$ cat config.mk
export PLATFORM = sky130hd
export DESIGN_NAME = xup_tri_bus_drive_ctrl
export DESIGN_NICKNAME = d
export VERILOG_FILES = /design/src/rtl/xup_tri_bus_drive_ctrl.sv
export SDC_FILE = /design/constraint.sdc
export NUM_CORES = 1
export LEC_CHECK = 0
export ABC_AREA = 1
export BUFFER_PORTS_ARGS = -buffer_cell sky130_fd_sc_hd__buf_2
export CORE_UTILIZATION = 50
export CTS_BUF_LIST = sky130_fd_sc_hd__clkbuf_4
export CTS_CLUSTER_SIZE = 24
export DETAILED_ROUTE_END_ITERATION = 6
export GPL_ROUTABILITY_DRIVEN = 0
export PLACE_DENSITY = 0.76
export SETUP_SLACK_MARGIN = 0.2
export SLEW_MARGIN = 20
export SYNTH_ARGS = -nofsm -noshare
export SYNTH_HDL_FRONTEND = slang
export SYNTH_SLANG_ARGS = --single-unit
$ cat constraint.sdc
create_clock -name clk -period 4.2 [get_ports clk]
set_clock_uncertainty 0.15 [all_clocks]
set_input_delay 0.21 -clock clk [delete_from_list [all_inputs] [get_ports clk]]
set_output_delay 0.21 -clock clk [all_outputs]
set_load 0.01 [all_outputs]
$ cat src/rtl/xup_tri_bus_drive_ctrl.sv
// Drive sequencer for a vector tri-state buffer on a shared bus: stream beats in,
// registered data and active-low enable out, with turnaround guard cycles around each window.
module xup_tri_bus_drive_ctrl #(
    parameter int SIZE  = 8,
    parameter int GUARD = 1
) (
    input  logic            clk,
    input  logic            reset_n,
    input  logic            s_valid,
    output logic            s_ready,
    input  logic [SIZE-1:0] s_data,
    input  logic            s_last,
    input  logic            bus_grant,
    output logic [SIZE-1:0] drv_data,
    output logic            drv_en_n,
    output logic            busy,
    output logic            aborted
);

    typedef enum logic [1:0] {IDLE, SETUP, DRIVE, RELEASE} state_t;

    localparam logic [3:0] G = 4'(GUARD);

    state_t     state;
    logic [3:0] gcnt;
    logic       accept;

    assign s_ready = (state == DRIVE) && bus_grant;
    assign accept  = s_valid && s_ready;

    always_ff @(posedge clk or negedge reset_n) begin
        if (!reset_n) begin
            state    <= IDLE;
            gcnt     <= 4'd0;
            drv_data <= '0;
            drv_en_n <= 1'b1;
            busy     <= 1'b0;
            aborted  <= 1'b0;
        end else begin
            aborted <= 1'b0;
            case (state)
                IDLE: begin
                    drv_en_n <= 1'b1;
                    if (s_valid && bus_grant) begin
                        busy <= 1'b1;
                        if (G == 4'd0) begin
                            state <= DRIVE;
                        end else begin
                            state <= SETUP;
                            gcnt  <= G - 4'd1;
                        end
                    end
                end
                SETUP: begin
                    // Losing grant before any beat is driven is not an abort.
                    if (!bus_grant) begin
                        state <= IDLE;
                        busy  <= 1'b0;
                    end else if (gcnt == 4'd0) begin
                        state <= DRIVE;
                    end else begin
                        gcnt <= gcnt - 4'd1;
                    end
                end
                DRIVE: begin
                    if (!bus_grant) begin
                        drv_en_n <= 1'b1;
                        aborted  <= 1'b1;
                        if (G == 4'd0) begin
                            state <= IDLE;
                            busy  <= 1'b0;
                        end else begin
                            state <= RELEASE;
                            gcnt  <= G - 4'd1;
                        end
                    end else if (accept) begin
                        drv_data <= s_data;
                        drv_en_n <= 1'b0;
                        // One extra count so the last beat is presented before the guard.
                        if (s_last) begin
                            state <= RELEASE;
                            gcnt  <= G;
                        end
                    end
                end
                RELEASE: begin
                    drv_en_n <= 1'b1;
                    if (gcnt == 4'd0) begin
                        state <= IDLE;
                        busy  <= 1'b0;
                    end else begin
                        gcnt <= gcnt - 4'd1;
                    end
                end
                default: begin
                    state    <= IDLE;
                    drv_en_n <= 1'b1;
                    busy     <= 1'b0;
                end
            endcase
        end
    end

endmodule
==> flow_metrics.env, run 1 <==
export IMPL_r2r_end="gcnt[2]"
export IMPL_drt_iter0_drc=12
export IMPL_ir_drop_v=0.000393
export IMPL_grt_antenna_before_repair=0
export IMPL_dieArea_um2=2090
export IMPL_die_height_um=45.8
export IMPL_numClockSinks=17
export IMPL_post_drt_wl_per_cell_um=10.6
export IMPL_cts_buffer_depth=2
export IMPL_power_density_nw_per_um2=666
export IMPL_power_leakage_nw=0.681
export IMPL_grt_max_degree=18
export IMPL_clock_root_buffer="clkbuf_4"
export IMPL_seq_area_frac_synth_pct=44.6
export IMPL_status="completed"
export IMPL_grt_pass1_vias=735
export IMPL_worstReg2RegStart="state[0]"
export IMPL_period_needed_ns=1.81
export IMPL_totalWireLength_um=1890
export IMPL_tns_ns=0
export IMPL_cts_buffers=3
export IMPL_gr_total_overflow=0
export IMPL_viasPerCell=4.65
export IMPL_p_int_uw=457
export IMPL_regArea_um2=427
export IMPL_crit_type="flip-flop to output pin"
export IMPL_diodes=0
export IMPL_n_fill_cell=154
export IMPL_layout_nets=174
export IMPL_finalPower_uw=818
export IMPL_maxSlewHeadroom_pct=75.9
export IMPL_coreArea_um2=1760
export IMPL_slowest_delay_ns=0.47
export IMPL_fp_dieW_um=45.8
export IMPL_cts_tree="built"
export IMPL_vias=827
export IMPL_initial_utilization_pct=54.3
export IMPL_setup_violations=0
export IMPL_ioPinCount=25
export IMPL_area_growth_syn_to_layout_pct=28.4
export IMPL_crit_end="s_ready"
export IMPL_drc_errors=0
export IMPL_grt_use_total_pct=20.5
export IMPL_antenna_left=0
export IMPL_drive_above_1_share_pct=29.4
export IMPL_hold_class="input port to flip-flop"
export IMPL_r2r_slack_ns=2.52
export IMPL_crit_start="state[0]"
export IMPL_hpwlAfterDp_um=1400
export IMPL_syn_cell_area_um2=957
export IMPL_synth_net_count=136
export IMPL_dr_pass1_iters=4
export IMPL_worst_setup_path_start_kind="flip-flop"
export IMPL_syn_inst=116
export IMPL_synth_seq_cells=17
export IMPL_final_hold_viol_count=0
export IMPL_path_clk_slew_ns=0.08
export IMPL_fin_crit_sh_pct=43.2
export IMPL_required_ns=3.84
export IMPL_cts_setup_buffers=0
export IMPL_synth_cell_types=22
export IMPL_drv_cap=0
export IMPL_fp_row_count=15
export IMPL_reg2reg_depth=8
export IMPL_power_share_clock_pct=10.8
export IMPL_cp_slowest_cell="dfrtp_1"
export IMPL_multi_input_area_um2=489
export IMPL_drv_slew=0
export IMPL_critPathArrivalTime_ns=1.45
export IMPL_worstPathCellList="inv_1 > ha_1 > nand2_2 > inv_2 > buf_2"
export IMPL_syn_area_per_cell_um2=8.25
export IMPL_grt_pass1_wl_um=3020
export IMPL_combPwrFrac_pct=54.6
export IMPL_critical_path_max_fanout=7
export IMPL_htreeDepth=1
export IMPL_fmax_ghz=0.551
export IMPL_cp_end_kind="output pin"
export IMPL_p_sw_share_pct=44.2
export IMPL_io_buffers=24
export IMPL_synth_warnings=0
export IMPL_whs_ns=0.0346
export IMPL_p_switching_uw=362
export IMPL_seq_power_share_pct=34.6
export IMPL_rsz0062_at_grt="no"
export IMPL_worst_pin_slew_ns=0.362
export IMPL_insertion_delay_ns=0.28
[cells in the final DEF, fill, tap and decap left out, types with 2 or more instances in the layout]
cell            n
nand2_1        47
buf_2          24
dfrtp_1        16
dlygate4sd3_1   9
inv_1           8
ha_1            7
nor2_1          5
nand2_2         4
o21ai_0         4
clkbuf_4        4
inv_2           3
nor2_4          3
a21oi_1         3
nand3_1         2
nand4_1         2
nor2_2          2
nor3_1          2
[power groups by stage]
| stage | clock (mW) | combinational, mW | sequential, mW |
|---|---|---|---|
| global placement | 0 | 0.434 | 0.285 |
| finish | 0.0888 | 0.446 | 0.283 |
| CTS | 0.0924 | 0.448 | 0.282 |
| floorplan | 0 | 0.305 | 0.302 |
| detailed placement | 0 | 0.441 | 0.285 |
| global route | 0.101 | 0.504 | 0.292 |
[synthesized netlist by cell type, drive strengths merged]
master  count  area (um2)
nand4       2        12.5
nand3       3        27.5
ha          7        87.6
nand2      52         213
nand3b      1        7.51
dfstp       1        26.3
a21oi       4        23.8
inv        11        41.3
dfrtp      16         400
xnor2       1        8.76
nor3        2        10.0
nor2       10        65.1
o21ai       6        33.8
[kinds of logic (layout without fill, tap and decap cells)]
| family | after synthesis | count (layout) | synth area share, % |
|---|---|---|---|
| AO/OA/AOI/OAI | 10 | 10 | 6.01 |
| XOR/XNOR | 1 | 1 | 0.915 |
| adder cells (fa/ha/maj) | 7 | 7 | 9.15 |
| buffers and inverters | 11 | 48 | 4.31 |
| flip-flops | 17 | 17 | 44.6 |
| AND/OR/NAND/NOR | 70 | 70 | 35.0 |
[registers in the layout, summed over array words and instances, names as in the netlist, named ones only]
name	count
drv_data	8
busy	1
gcnt	4
aborted	1
drv_en_n	1
state	1
[worst min path at each step]
stage	from	end	slack, ns	cells past startpoint
floorplan	reset_n	asynchronous set/reset pin	-0.24	0
global placement	reset_n	gcnt[3]	-0.009	1
detailed placement	reset_n	gcnt[3]	-0.005	1
CTS	bus_grant	aborted	0.02	2
global route	bus_grant	aborted	0.03	2
finish	bus_grant	aborted	0.03	2
[metal layers]
metal  GRT usage (%)  up-vias  wire [um]
li1                -      436          -
met5               0        -          0
met4            5.88        0         12
met2            33.4       13        981
met3            6.75        2         72
met1            25.8      376        820
[repair_timing]
item | in CTS | in global routing
hold buffers | 9 | 0
resized for setup | 0 | 0
setup endpoints to repair | 0 | 0
endpoints found under the hold margin | 25 | 0
[layout make-up]
cell class / instances / share of cell area (%)
inverter: 11 / 3.36
timing repair buffer: 33 / 17.1
multi-input combinational: 88 / 39.8
tap: 25 / 2.55
sequential: 17 / 34.7
clock buffer: 4 / 2.44
[critical path: cells and delay by family (launching register included)]
kind,cells,cell delay (ns)
buffers and inverters,3,0.30
AND/OR/NAND/NOR,1,0.14
flip-flops,1,0.47
adder cells (fa/ha/maj),1,0.26
[metrics by stage]
| step | instance area, um2 | instances | util [%] | setup WS (ns) |
|---|---|---|---|---|
| 2_1_floorplan | 957 | 116 | - | 2.64 |
| 3_3_place_gp | 1110 | 165 | 62.8 | 2.59 |
| 3_5_place_dp | 1110 | 165 | 62.8 | 2.54 |
| 4_1_cts | 1230 | 178 | 69.6 | 2.39 |
| 5_1_grt | 1230 | 178 | 69.6 | 2.28 |
| 6_report | 1230 | 178 | 69.6 | 2.39 |
(Power assumes the default switching activity.)
==> inputs of run 2 (changes only) <==
--- a/config.mk
+++ b/config.mk
@@ -5,7 +5,7 @@
 export SDC_FILE = /design/constraint.sdc
 export NUM_CORES = 1
 export LEC_CHECK = 0
-export ABC_AREA = 1
+export ABC_AREA = 0
 export BUFFER_PORTS_ARGS = -buffer_cell sky130_fd_sc_hd__buf_2
 export CORE_UTILIZATION = 50
 export CTS_BUF_LIST = sky130_fd_sc_hd__clkbuf_4
==> constraint.sdc (replaced) <==
create_clock -name clk -period 1.9 [get_ports clk]
set_clock_uncertainty 0.15 [all_clocks]
set_input_delay 0.095 -clock clk [delete_from_list [all_inputs] [get_ports clk]]
set_output_delay 0.095 -clock clk [all_outputs]
set_load 0.01 [all_outputs]
==> flow_metrics.env, run 2 <==
export IMPL_path_clk_slew_ns=0.11
export IMPL_grt_pass1_wl_um=3170
export IMPL_cp_end_kind="flip-flop"
export IMPL_hpwlAfterDp_um=1290
export IMPL_worst_setup_path_start_kind="flip-flop"
export IMPL_final_hold_viol_count=0
export IMPL_numClockSinks=17
export IMPL_initial_utilization_pct=53.9
export IMPL_rsz0062_at_grt="yes"
export IMPL_diodes=0
export IMPL_maxSlewHeadroom_pct=73.9
export IMPL_critPathArrivalTime_ns=1.77
export IMPL_synth_net_count=99
export IMPL_r2r_slack_ns=0.18
export IMPL_grt_busiest_layer="met2"
export IMPL_tns_ns=0
export IMPL_synth_warnings=0
export IMPL_power_density_nw_per_um2=1540
export IMPL_vias=781
export IMPL_postSynth_asyncResetShare_pct=100
export IMPL_slowest_delay_ns=0.41
export IMPL_layout_commonest_cell="buf_2"
export IMPL_synth_seq_cells=17
export IMPL_fin_crit_sh_pct=90.3
export IMPL_fp_dieW_um=45.2
export IMPL_grt_antenna_before_repair=0
export IMPL_io_buffers=24
export IMPL_reg_largest_list="drv_data: 8 flops, gcnt: 4 flops"
export IMPL_clock_root_buffer="clkbuf_4"
export IMPL_largest_reg_flops=8
export IMPL_drt_iter0_drc=10
export IMPL_area_growth_syn_to_layout_pct=43.1
export IMPL_antenna_left=0
export IMPL_htreeDepth=1
export IMPL_post_drt_wl_per_cell_um=14.7
export IMPL_synth_edff_count=0
export IMPL_cts_buffer_depth=2
export IMPL_fp_row_count=15
export IMPL_seq_area_frac_synth_pct=45.8
export IMPL_grt_use_met3_pct=2.40
export IMPL_fmax_ghz=0.583
export IMPL_status="completed"
export IMPL_yosysTopAreaCellShare_pct=43.0
export IMPL_grt_use_total_pct=22.4
export IMPL_synth_flop_cell="dfrtp_1"
export IMPL_yosys_area_top_type="dfrtp_1"
export IMPL_syn_cell_area_um2=931
export IMPL_worstPathCellList="inv_2 > ha_4 > and2_4 > a21oi_4 > o21ai_2 > a32o_1"
export IMPL_grt_pass1_vias=732
export IMPL_setup_violations=0
export IMPL_place_ws_ns=0.149
export IMPL_dr_pass1_iters=6
export IMPL_worst_pin_slew_ns=0.389
export IMPL_grt_max_degree=18
export IMPL_layout_nets=148
export IMPL_synth_cell_types=30
export IMPL_use_met1_pct=28.5
export IMPL_final_cell_mix="buf_2, dfrtp_1, dlygate4sd3_1, buf_4, mux2_2"
export IMPL_yosysMostFrequentCell="dfrtp_1"
export IMPL_ioPinCount=25
export IMPL_period_needed_ns=1.72
export IMPL_cts_buffers=3
export IMPL_crit_type="flip-flop to flip-flop"
export IMPL_cp_slowest_cell="dfrtp_1"
export IMPL_synth_area_leaders="dfrtp_1, mux2_2, ha_1"
export IMPL_drv_slew=0
export IMPL_syn_area_per_cell_um2=11.8
export IMPL_use_met2_pct=36.2
export IMPL_syn_inst=79
export IMPL_coreArea_um2=1730
export IMPL_netlist_top_cells_count="dfrtp_1, mux2_2, nor2_1"
export IMPL_dieArea_um2=2040
export IMPL_worst_slack_ns=0.185
export IMPL_drive_above_1_share_pct=52.8
export IMPL_hold_class="input port to asynchronous set/reset pin"
export IMPL_power_leakage_nw=0.636
export IMPL_viasPerCell=5.14
export IMPL_drc_errors=0
export IMPL_insertion_delay_ns=0.31
export IMPL_die_height_um=45.2
export IMPL_gr_total_overflow=0
export IMPL_totalWireLength_um=2240
export IMPL_largest_register="drv_data"
export IMPL_ir_drop_v=0.000770
export IMPL_critical_path_max_fanout=7
export IMPL_cts_tree="built"
export IMPL_drv_cap=0
export IMPL_required_ns=1.96
==> run 2: cell types whose count changed after synthesis, sizes merged, moves of 3 or more <==
| cell | delta |
|---|---|
| inv | -5 |
| nand2 | -48 |
| nor3b | +3 |
| nand3 | -3 |
| a31oi | +3 |
| mux2 | +8 |
==> run 2: area by class of cell <==
type,instances,area [um2]
multi-input cells,55,518
flip-flops and latches,17,428
fillers,111,394
repair buffers,45,305
well taps,25,31.3
clock buffers,3,22.5
inverters,6,22.5
clock inverters,1,5.00
==> run 2: path summary, 6_finish.rpt <==
| kind | start | to | depth (start not counted) |
|---|---|---|---|
| setup / recovery | state[0] | gcnt[1] | 6 |
| hold / removal | reset_n | gcnt[3] | 2 |
| setup reg to reg | state[0] | gcnt[1] | 6 |
| hold reg to reg | drv_data[2] | drv_data[2] | 1 |
| max in group asynchronous | reset_n | drv_en_n | 2 |
| min in group clk | s_last | state[0] | 5 |
==> run 2: worst max-delay path: cells and delay by family (launching register included) <==
family / cells / cell delay [ns]
AOI/OAI and AO/OA: 3 / 0.61
adders and majority gates: 1 / 0.18
buffers and inverters: 1 / 0.09
DFF: 1 / 0.41
and+or+nand+nor: 1 / 0.17
==> run 2: routing by layer <==
layer  routed length, um  vias to the layer above
met5                   0                        -
met1                 989                      384
met3                  50                        5
met2                1150                       15
li1                    -                      377
met4                  53                        0
==> run 2: through the flow <==
step / hold slack (ns) / util, % / total power, mW / cells / area, um2
6_report: 0.0674 / 77.2 / 2.06 / 152 / 1330
5_1_grt: 0.130 / 77.2 / 2.19 / 152 / 1330
4_1_cts: 0.0928 / 71.0 / 1.85 / 144 / 1230
3_5_place_dp: -0.111 / 62.6 / 1.62 / 128 / 1080
3_3_place_gp: -0.111 / 62.6 / 1.59 / 128 / 1080
2_1_floorplan: -0.351 / - / 1.34 / 79 / 933
==> run 2: where the power goes <==
group | leakage (nW) | switching [mW] | total, mW | internal [mW]
Clock | 0.0177 | 0.129 | 0.207 | 0.0787
Sequential | 0.209 | 0.106 | 0.626 | 0.520
Combinational | 0.410 | 0.603 | 1.22 | 0.619
Total | 0.636 | 0.838 | 2.06 | 1.22
==> run 2: kinds of logic (layout without fill, tap and decap cells) <==
logic type	count (synthesis)	count (layout)	share of synthesized area [%]
fa+ha+maj	7	7	9.41
flops	17	17	45.8
compound gates	19	19	15.7
simple gates	19	19	13.6
buf+inv	7	55	3.63
mux	10	10	11.8
==> run 2: what timing repair did <==
action,in CTS,in global routing
hold endpoints to repair,27,0
setup buffers,1,8
pin swaps,1,7
gates resized for setup,0,12
hold buffers,11,0
setup endpoints to repair,4,16
==> inputs of run 3 (changes only) <==
--- a/config.mk
+++ b/config.mk
@@ -5,14 +5,15 @@
 export SDC_FILE = /design/constraint.sdc
 export NUM_CORES = 1
 export LEC_CHECK = 0
-export ABC_AREA = 0
+export ABC_AREA = 1
 export BUFFER_PORTS_ARGS = -buffer_cell sky130_fd_sc_hd__buf_2
+export CAP_MARGIN = 10
 export CORE_UTILIZATION = 50
 export CTS_BUF_LIST = sky130_fd_sc_hd__clkbuf_4
 export CTS_CLUSTER_SIZE = 24
 export DETAILED_ROUTE_END_ITERATION = 6
 export GPL_ROUTABILITY_DRIVEN = 0
-export PLACE_DENSITY = 0.76
+export PLACE_DENSITY_LB_ADDON = 0.12
 export SETUP_SLACK_MARGIN = 0.2
 export SLEW_MARGIN = 20
 export SYNTH_ARGS = -nofsm -noshare
==> flow_metrics.env, run 3 (synthesis gave the netlist of run 1 again) <==
export IMPL_drv_slew=0
export IMPL_coreArea_um2=1760
export IMPL_cts_buffers=3
export IMPL_worst_setup_path_start_kind="flip-flop"
export IMPL_drv_cap=0
export IMPL_final_cell_mix="nand2_1, buf_2, dfrtp_1, dlygate4sd3_1, inv_1"
export IMPL_p_int_mw=1.02
export IMPL_seq_power_share_pct=34.5
export IMPL_post_drt_wl_per_cell_um=11.0
export IMPL_diodes=0
export IMPL_power_leakage_nw=0.688
export IMPL_grt_pass1_vias=705
export IMPL_power_share_clock_pct=10.7
export IMPL_cts_setup_buffers=0
export IMPL_final_cells=180
export IMPL_fp_dieW_um=45.8
export IMPL_combPwrFrac_pct=54.8
export IMPL_rsz0062_at_grt="yes"
export IMPL_drive_above_1_share_pct=31.6
export IMPL_status="completed"
export IMPL_p_sw_share_pct=44.2
export IMPL_layout_nets=176
export IMPL_grt_pass1_wl_um=2980
export IMPL_crit_type="flip-flop to output pin"
export IMPL_reg_largest_list="drv_data: 8 flops, gcnt: 4 flops"
export IMPL_clock_root_buffer="clkbuf_4"
export IMPL_dr_pass1_iters=3
export IMPL_path_clk_slew_ns=0.09
export IMPL_largest_register="drv_data"
export IMPL_antenna_left=0
export IMPL_cts_buffer_depth=2
export IMPL_largest_reg_flops=8
export IMPL_grt_antenna_before_repair=0
export IMPL_layout_commonest_cell="nand2_1"
export IMPL_htreeDepth=1
export IMPL_fp_row_count=15
export IMPL_critPathArrivalTime_ns=1.39
export IMPL_fmax_ghz=0.613
export IMPL_totalWireLength_um=1980
export IMPL_grt_max_degree=18
export IMPL_critical_path_max_fanout=7
export IMPL_worst_pin_slew_ns=0.372
export IMPL_finalPower_mw=1.83
export IMPL_gr_total_overflow=0
export IMPL_drc_errors=0
export IMPL_grt_use_total_pct=20.5
export IMPL_power_density_nw_per_um2=1460
export IMPL_area_growth_syn_to_layout_pct=31.0
export IMPL_period_needed_ns=1.63
export IMPL_crit_start="state[0]"
export IMPL_tns_ns=0
export IMPL_cts_tree="built"
export IMPL_ioPinCount=25
export IMPL_insertion_delay_ns=0.28
export IMPL_setup_violations=0
export IMPL_required_ns=1.65
export IMPL_numClockSinks=17
export IMPL_vias=814
export IMPL_viasPerCell=4.52
export IMPL_dieArea_um2=2090
export IMPL_io_buffers=24
export IMPL_cp_end_kind="output pin"
export IMPL_p_switching_uw=807
export IMPL_fin_crit_sh_pct=85.9
export IMPL_maxSlewHeadroom_pct=75.2
export IMPL_initial_utilization_pct=54.3
export IMPL_hold_class="input port to asynchronous set/reset pin"
export IMPL_ir_drop_v=0.000869
export IMPL_dp_cells=166
export IMPL_final_hold_viol_count=0
export IMPL_drt_iter0_drc=7
export IMPL_hpwlAfterDp_um=1410
export IMPL_die_height_um=45.8
run 3: path summary, 6_finish.rpt:
check | cells past startpoint | endpoint | slack, ns
worst min-delay path | 2 | aborted | 0.1
max in group asynchronous | 2 | drv_en_n | 1.19
min in group clk | 5 | busy | 0.10
worst max-delay path | 5 | s_ready | 0.27
worst max register to register | 6 | gcnt[3] | 0.28
worst min register to register | 2 | drv_data[2] | 0.32
run 3: per-stage QoR:
stage | util, % | hold WS, ns | area, um2 | setup slack (ns)
3_5_place_dp | 63.3 | -0.123 | 1120 | 0.206
6_report | 71.1 | 0.0965 | 1250 | 0.268
2_1_floorplan | - | -0.351 | 957 | 0.342
3_3_place_gp | 63.3 | -0.124 | 1120 | 0.311
4_1_cts | 70.7 | 0.0932 | 1250 | 0.236
5_1_grt | 71.1 | 0.108 | 1250 | 0.198
run 3: critical path, stage by stage (launching register included):
cell and delay (ns):
dfrtp_2 0.46, inv_1 0.12, ha_2 0.23, nand2_2 0.11, inv_2 0.07, buf_2 0.12
run 3: final cells by class:
| cell class | instances | area, um2 |
|---|---|---|
| well taps | 25 | 31.3 |
| clock buffers | 4 | 30.0 |
| repair buffers | 35 | 228 |
| flip-flops and latches | 17 | 428 |
| inverters | 11 | 41.3 |
| multi-input cells | 88 | 495 |
| fillers | 153 | 510 |
run 3: timing repair:
item,CTS,global route
endpoints found under the hold margin,26,0
resized for setup,1,2
hold buffers,10,0
endpoints found under the setup margin,1,11
run 3: power by group through the flow:
stage                     logic (mW)  registers [mW]  clock network [mW]
after floorplan                0.674           0.668                   0
after global placement         0.959           0.624                   0
after detailed placement       0.978           0.633                   0
after CTS                      0.997           0.628               0.204
after global routing            1.14           0.646               0.222
final                           1.00           0.631               0.195
run 3: metal layers:
layer  part of all wire [%]  wire length (um)  global-route usage (%)  up-vias
met5                      0                 0                       0        -
met4                      0                 0                    1.76        0
met3                    3.2                63                    7.14        0
met2                     52              1030                    35.7       11
met1                     45               887                    25.3      361
li1                       -                 -                       -      442
